==> config.mk <==
export PLATFORM = sky130hd
export DESIGN_NAME = rand_request_arbiter
export DESIGN_NICKNAME = d
export VERILOG_FILES = /design/src/rtl/rand_request_arbiter.sv
export SDC_FILE = /design/constraint.sdc
export NUM_CORES = 1
export LEC_CHECK = 0
export ABC_AREA = 0
export BUFFER_PORTS_ARGS = -buffer_cell sky130_fd_sc_hd__buf_2
export CAP_MARGIN = 30
export CORE_MARGIN = 4
export CORE_UTILIZATION = 40
export CTS_CLUSTER_SIZE = 12
export DETAILED_ROUTE_END_ITERATION = 8
export SETUP_SLACK_MARGIN = 0.2
export SLEW_MARGIN = 20
export SYNTH_ARGS = -nofsm -noshare
export SYNTH_HDL_FRONTEND = slang
export SYNTH_SLANG_ARGS = --single-unit
==> constraint.sdc <==
create_clock -name clk -period 2.65 [get_ports clk]
set_input_delay 0.3975 -clock clk [delete_from_list [all_inputs] [get_ports clk]]
set_output_delay 0.3975 -clock clk [all_outputs]
set_load 0.01 [all_outputs]
==> src/rtl/rand_request_arbiter.sv <==
// rand_request_arbiter
//   Shares one free-running random source among NUM_REQ requesters using
//   round-robin arbitration. Each grant returns one value bounded to the
//   requester's exclusive limit by rejection sampling, with a fallback of 0
//   once MAX_TRIES samples have been rejected.
//   Optional feature macro: RAND_STATS_EN adds a saturating reject counter
//   output (reject_cnt) that counts rejected samples which stay in SAMPLE.
module rand_request_arbiter #(
  parameter int NUM_REQ   = 4,
  parameter int WIDTH     = 7,
  parameter int MAX_TRIES = 8
) (
  input  logic                     clk,
  input  logic                     resetn,
  input  logic [WIDTH-1:0]         rand_in,
  input  logic [NUM_REQ-1:0]       req,
  input  logic [NUM_REQ*WIDTH-1:0] limit,
  output logic [NUM_REQ-1:0]       gnt,
  output logic                     rnd_valid,
  output logic [WIDTH-1:0]         rnd_out,
  output logic                     rnd_fallback,
  output logic                     busy
`ifdef RAND_STATS_EN
  ,
  output logic [15:0]              reject_cnt
`endif
);

  localparam int IDX_W = (NUM_REQ > 1) ? $clog2(NUM_REQ) : 1;
  localparam int TRY_W = (MAX_TRIES > 1) ? $clog2(MAX_TRIES) : 1;
  localparam logic [TRY_W-1:0] LAST_TRY = TRY_W'(MAX_TRIES - 1);
  localparam logic [IDX_W-1:0] LAST_IDX = IDX_W'(NUM_REQ - 1);

  typedef enum logic [1:0] {
    ST_IDLE   = 2'd0,
    ST_SAMPLE = 2'd1,
    ST_DONE   = 2'd2
  } state_t;

  state_t             state_q, state_d;
  logic [IDX_W-1:0]   cur_idx_q, cur_idx_d;
  logic [IDX_W-1:0]   last_idx_q, last_idx_d;
  logic [WIDTH-1:0]   lim_q, lim_d;
  logic [TRY_W-1:0]   tries_q, tries_d;
  logic [NUM_REQ-1:0] gnt_q, gnt_d;
  logic               rnd_valid_q, rnd_valid_d;
  logic [WIDTH-1:0]   rnd_out_q, rnd_out_d;
  logic               rnd_fallback_q, rnd_fallback_d;
  logic               busy_q, busy_d;

  logic               arb_found_s;
  logic [IDX_W-1:0]   arb_idx_s;
  logic               accept_s;

  // Round-robin pick: first set request scanning upward from last_idx+1.
  always_comb begin : arb_scan
    int cand;
    logic [IDX_W-1:0] cand_idx;
    cand        = 0;
    cand_idx    = '0;
    arb_found_s = 1'b0;
    arb_idx_s   = '0;
    for (int k = 1; k <= NUM_REQ; k++) begin
      cand = int'(last_idx_q) + k;
      if (cand >= NUM_REQ) begin
        cand = cand - NUM_REQ;
      end else begin
        cand = cand;
      end
      cand_idx = IDX_W'(cand);
      if (!arb_found_s && req[cand_idx]) begin
        arb_found_s = 1'b1;
        arb_idx_s   = cand_idx;
      end else begin
        arb_found_s = arb_found_s;
      end
    end
  end

  // A limit of zero means the full range, so every sample is accepted.
  always_comb begin
    accept_s = (lim_q == '0) || (rand_in < lim_q);
  end

  // Next-state and registered-output computation for the grant FSM.
  always_comb begin
    state_d        = state_q;
    cur_idx_d      = cur_idx_q;
    last_idx_d     = last_idx_q;
    lim_d          = lim_q;
    tries_d        = tries_q;
    gnt_d          = gnt_q;
    rnd_valid_d    = rnd_valid_q;
    rnd_out_d      = rnd_out_q;
    rnd_fallback_d = rnd_fallback_q;
    busy_d         = busy_q;
    case (state_q)
      ST_IDLE: begin
        if (arb_found_s) begin
          state_d   = ST_SAMPLE;
          cur_idx_d = arb_idx_s;
          lim_d     = limit[arb_idx_s*WIDTH +: WIDTH];
          tries_d   = '0;
          busy_d    = 1'b1;
        end else begin
          busy_d    = 1'b0;
        end
      end
      ST_SAMPLE: begin
        if (!req[cur_idx_q]) begin
          // Requester withdrew: abort without a result, keep last_idx.
          state_d = ST_IDLE;
          busy_d  = 1'b0;
        end else if (accept_s) begin
          state_d        = ST_DONE;
          rnd_out_d      = rand_in;
          rnd_fallback_d = 1'b0;
          rnd_valid_d    = 1'b1;
          gnt_d          = NUM_REQ'(1) << cur_idx_q;
        end else if (tries_q == LAST_TRY) begin
          state_d        = ST_DONE;
          rnd_out_d      = '0;
          rnd_fallback_d = 1'b1;
          rnd_valid_d    = 1'b1;
          gnt_d          = NUM_REQ'(1) << cur_idx_q;
        end else begin
          tries_d = tries_q + TRY_W'(1);
        end
      end
      ST_DONE: begin
        state_d        = ST_IDLE;
        last_idx_d     = cur_idx_q;
        rnd_valid_d    = 1'b0;
        rnd_fallback_d = 1'b0;
        gnt_d          = '0;
        busy_d         = 1'b0;
      end
      default: begin
        state_d        = ST_IDLE;
        rnd_valid_d    = 1'b0;
        rnd_fallback_d = 1'b0;
        gnt_d          = '0;
        busy_d         = 1'b0;
      end
    endcase
  end

  // Grant FSM state and registered outputs.
  always_ff @(posedge clk or negedge resetn) begin
    if (!resetn) begin
      state_q        <= ST_IDLE;
      cur_idx_q      <= '0;
      last_idx_q     <= LAST_IDX;
      lim_q          <= '0;
      tries_q        <= '0;
      gnt_q          <= '0;
      rnd_valid_q    <= 1'b0;
      rnd_out_q      <= '0;
      rnd_fallback_q <= 1'b0;
      busy_q         <= 1'b0;
    end else begin
      state_q        <= state_d;
      cur_idx_q      <= cur_idx_d;
      last_idx_q     <= last_idx_d;
      lim_q          <= lim_d;
      tries_q        <= tries_d;
      gnt_q          <= gnt_d;
      rnd_valid_q    <= rnd_valid_d;
      rnd_out_q      <= rnd_out_d;
      rnd_fallback_q <= rnd_fallback_d;
      busy_q         <= busy_d;
    end
  end

  assign gnt          = gnt_q;
  assign rnd_valid    = rnd_valid_q;
  assign rnd_out      = rnd_out_q;
  assign rnd_fallback = rnd_fallback_q;
  assign busy         = busy_q;

`ifdef RAND_STATS_EN
  logic        reject_s;
  logic [15:0] reject_cnt_q, reject_cnt_d;

  // Count rejects that keep sampling; the final fallback reject is excluded.
  always_comb begin
    reject_s = (state_q == ST_SAMPLE) && req[cur_idx_q] && !accept_s &&
               (tries_q != LAST_TRY);
    if (reject_s && (reject_cnt_q != 16'hFFFF)) begin
      reject_cnt_d = reject_cnt_q + 16'd1;
    end else begin
      reject_cnt_d = reject_cnt_q;
    end
  end

  // Saturating reject counter, cleared only by reset.
  always_ff @(posedge clk or negedge resetn) begin
    if (!resetn) begin
      reject_cnt_q <= 16'd0;
    end else begin
      reject_cnt_q <= reject_cnt_d;
    end
  end

  assign reject_cnt = reject_cnt_q;
`endif

endmodule

==> run_results.csv <==
group,metric,value,unit
sta,skew,0.004439,ns
final_layout,syn_to_final_growth,23.16,%
final_layout,final_cells,290,
global_routing,grt_pass1_vias,1475,
logic_synthesis,synth-seq-area-share,41.01,%
worst_setup_path,path_max_fanout,10,
clocking,numCtsBuffers,5,
worst_setup_path,path_cells,"inv_1, ha_1, a21o_1, a221o_1, a41oi_1, buf_4, o21a_1, a22o_1",
final_layout,nFillCells,427,
logic_synthesis,synth_edf_count,0,
worst_setup_path,cp.required,2.86,ns
sta,finalCriticalPeriod,2.205,ns
placement,gp_congestion,0.7641,
final_layout,antennaDiodeCount,0,
route,drc,0,
placement,dp_cells,282,
floorplan,dieArea,0.005740,mm2
placement,place_ws,0.3198,ns
global_routing,antenna_found_initial,0,
worst_setup_path,cp_num_cells,8,
final_layout,drive_gt1_share,35.71,%
global_routing,grt_overflow_total,0,
worst_setup_path,regToRegSetupSlack,0.45,ns
worst_setup_path,cp_num_buf_inv,2,
route,drtIter0Drc,124,
sta,finalSetupViolations,0,
clocking,clk_pin_slew,0.06,ns
final_layout,final_area,0.002262,mm2
global_routing,grt_max_degree,31,
logic_synthesis,yosysTopAreaCellShare,38.15,%
sta,rsz0062_at_grt,"false",
clocking,clock_latency,0.27,ns
route,firstDrtPassIters,4,
sta,finalSetupTns,0,ns
clocking,post_cts_resized,0,
sta,fin_crit_sh,83.20,%
sta,max_freq,453.6,MHz
worst_setup_path,r2r_end,"rnd_out[6]",
route,wl_per_cell,14.29,um
clocking,cts_tree,"done",
floorplan,core-area,0.004414,mm2
power,p_total,2.552,mW
worst_setup_path,end_kind,"register",
global_routing,grt_first_pass_wirelength,6.858,mm
min_path,hold_path.class,"input pin to asynchronous set/reset pin",
sta,tightest_slew,0.6515,ns
final_layout,layout.nets,286,
logic_synthesis,yosysWarningCount,0,
clocking,clockRootBuffer,"clkbuf_8",
route,viasPerCell,5.472,
global_routing,track_usage,15.34,%
logic_synthesis,ys_types,43,
power,power_leakage,1.084,nW
worst_setup_path,worstRegToRegCells,8,
power,vdd_drop_max,0.3864,mV
floorplan,initial_core_util,41.61,%
floorplan,die_y,75.77,um
route,postRouteWirelength,4.145,mm
floorplan,io_pins,55,
clocking,cts_hold_buf,0,
logic_synthesis,async_flop_share,100.0,%
final_layout,multiInputGateArea,984.7,um2
logic_synthesis,synth_ff_type,"dfrtp_1",
route,vias,1587,
logic_synthesis,ys_top_cells_by_area,"dfrtp_1 38%, mux2_2 5.5%, ha_1 5.4%",
sta,hold_violations,0,
logic_synthesis,yosysTopAreaCell,"dfrtp_1",
worst_setup_path,crit_path_end,"rnd_out[6]",
worst_setup_path,arrival,2.41,ns
route,drtAntennaViolNets,0,
worst_setup_path,reg2reg_from,"lim_q[4]",
clocking,clk_path_buf_depth,2,
clocking,clock_sinks,30,
sta,slew_headroom,56.56,%
floorplan,die-width,75.77,um
logic_synthesis,syn-cell-area,0.001837,mm2
floorplan,num_rows,24,
worst_setup_path,max_stage_delay,0.37,ns
logic_synthesis,synth_cells,180,
sta,postLayoutSetupSlackWorst,0.4452,ns
placement,hpwl,3.245,mm
logic_synthesis,avgSynthCellArea,10.20,um2
worst_setup_path,path_delay_family,"compound AO/OA/AOI/OAI gates",
worst_setup_path,crit_start,"lim_q[4]",
flow_run,maxCapViolations,0,
logic_synthesis,synth_nets,229,
power,cellPowerDensity,1128,mW/mm2
logic_synthesis,synth-seq-cells,30,
clocking,cts_setup_buffers,0,
worst_setup_path,startpoint_type,"register",
run_status,run_status,"finished, final reports clean",
placement,placed_area,0.002171,mm2
worst_setup_path,cp_slowest_cell,"dfrtp_1",
clocking,h-tree-depth,2,
worst_setup_path,critical_path_class,"register to register",
sta,drv_slew,0,
placement,io_buffers,54,
final_layout,register_area,753.2,um2
-- worst min-delay path by stage --
stage	startpoint	end	slack (ns)	depth (start not counted)
floorplan	resetn	busy	0.10	0
global placement	resetn	gnt[2]	0.47	1
detailed placement	resetn	gnt[2]	0.46	1
CTS	resetn	rnd_valid	0.17	1
global route	resetn	rnd_valid	0.20	1
finish	resetn	rnd_valid	0.15	1
-- cell families (layout without fill, tap and decap cells) --
family,count (synthesis),after routing,synth area share (%)
compound gates,55,55,23.02
flops,30,30,41.01
fa+ha+maj,8,8,5.450
simple gates,46,46,13.83
buf+inv,23,81,5.381
mux,18,18,11.31
-- synth_stat cells, types with 5 or more instances --
cell type,number
a21oi_1,8
mux2_2,9
nand2_1,6
nor2_1,5
a221o_1,8
dfrtp_1,28
mux2i_1,8
o21ai_0,7
a22o_1,7
nand3_1,14
o211ai_1,5
inv_1,12
ha_1,8
clkbuf_1,8
-- registers in the layout, summed over array words and instances (netlist names) --
signal / flops
busy: 1
cur_idx_q: 2
gnt: 4
last_idx_q: 2
lim_q: 7
rnd_fallback: 1
rnd_out: 7
rnd_valid: 1
state_q: 2
tries_q: 3
-- placed cells by master, fill, tap and decap left out, types with 4 or more instances in the layout --
cell and n:
a21oi_1 8, a221o_1 8, a22o_1 7, a22oi_1 4, buf_2 54, buf_4 7
clkbuf_8 6, dfrtp_1 28, ha_1 8, inv_1 12, mux2_2 9, mux2i_1 8
nand2_1 6, nand3_1 14, nor2_1 5, nor3b_1 4, o2111ai_1 4, o211ai_1 5
o21ai_0 7
-- worst register-to-register path, delay by kind of cell (launching register included) --
kind,cells,cell delay (ns)
flops,1,0.37
buf+inv,2,0.26
compound gates,5,1.21
fa+ha+maj,1,0.31
-- layout make-up --
| class | instances | share of cell area (%) |
|---|---|---|
| multi-input combinational | 127 | 43.53 |
| sequential | 30 | 33.30 |
| inverter | 12 | 1.991 |
| tap | 52 | 2.876 |
| timing repair buffer | 61 | 14.27 |
| clock buffer | 7 | 3.816 |
| clock inverter | 1 | 0.2212 |
-- power breakdown --
group          internal (mW)  switching [mW]  leakage (nW)
Sequential             0.688           0.183         0.370
Clock                  0.209           0.160        0.0482
Combinational          0.638           0.674         0.666
-- metal layers --
| layer | vias up | global-route usage, % | share of wire (%) |
|---|---|---|---|
| met2 | 47 | 23.48 | 44 |
| met4 | 0 | 5.243 | 0.92 |
| met1 | 735 | 21.77 | 50 |
| li1 | 801 | - | - |
| met5 | - | 0 | 0 |
| met3 | 4 | 2.639 | 5.3 |
-- per-stage QoR --
stage	util, %	hold slack (ns)
finish	51.25	0.1515
global route	51.25	0.2024
CTS	51.25	0.1694
detailed placement	49.18	0.4626
global placement	49.18	0.4718
floorplan	-	0.1019
(Power assumes the default switching activity.)
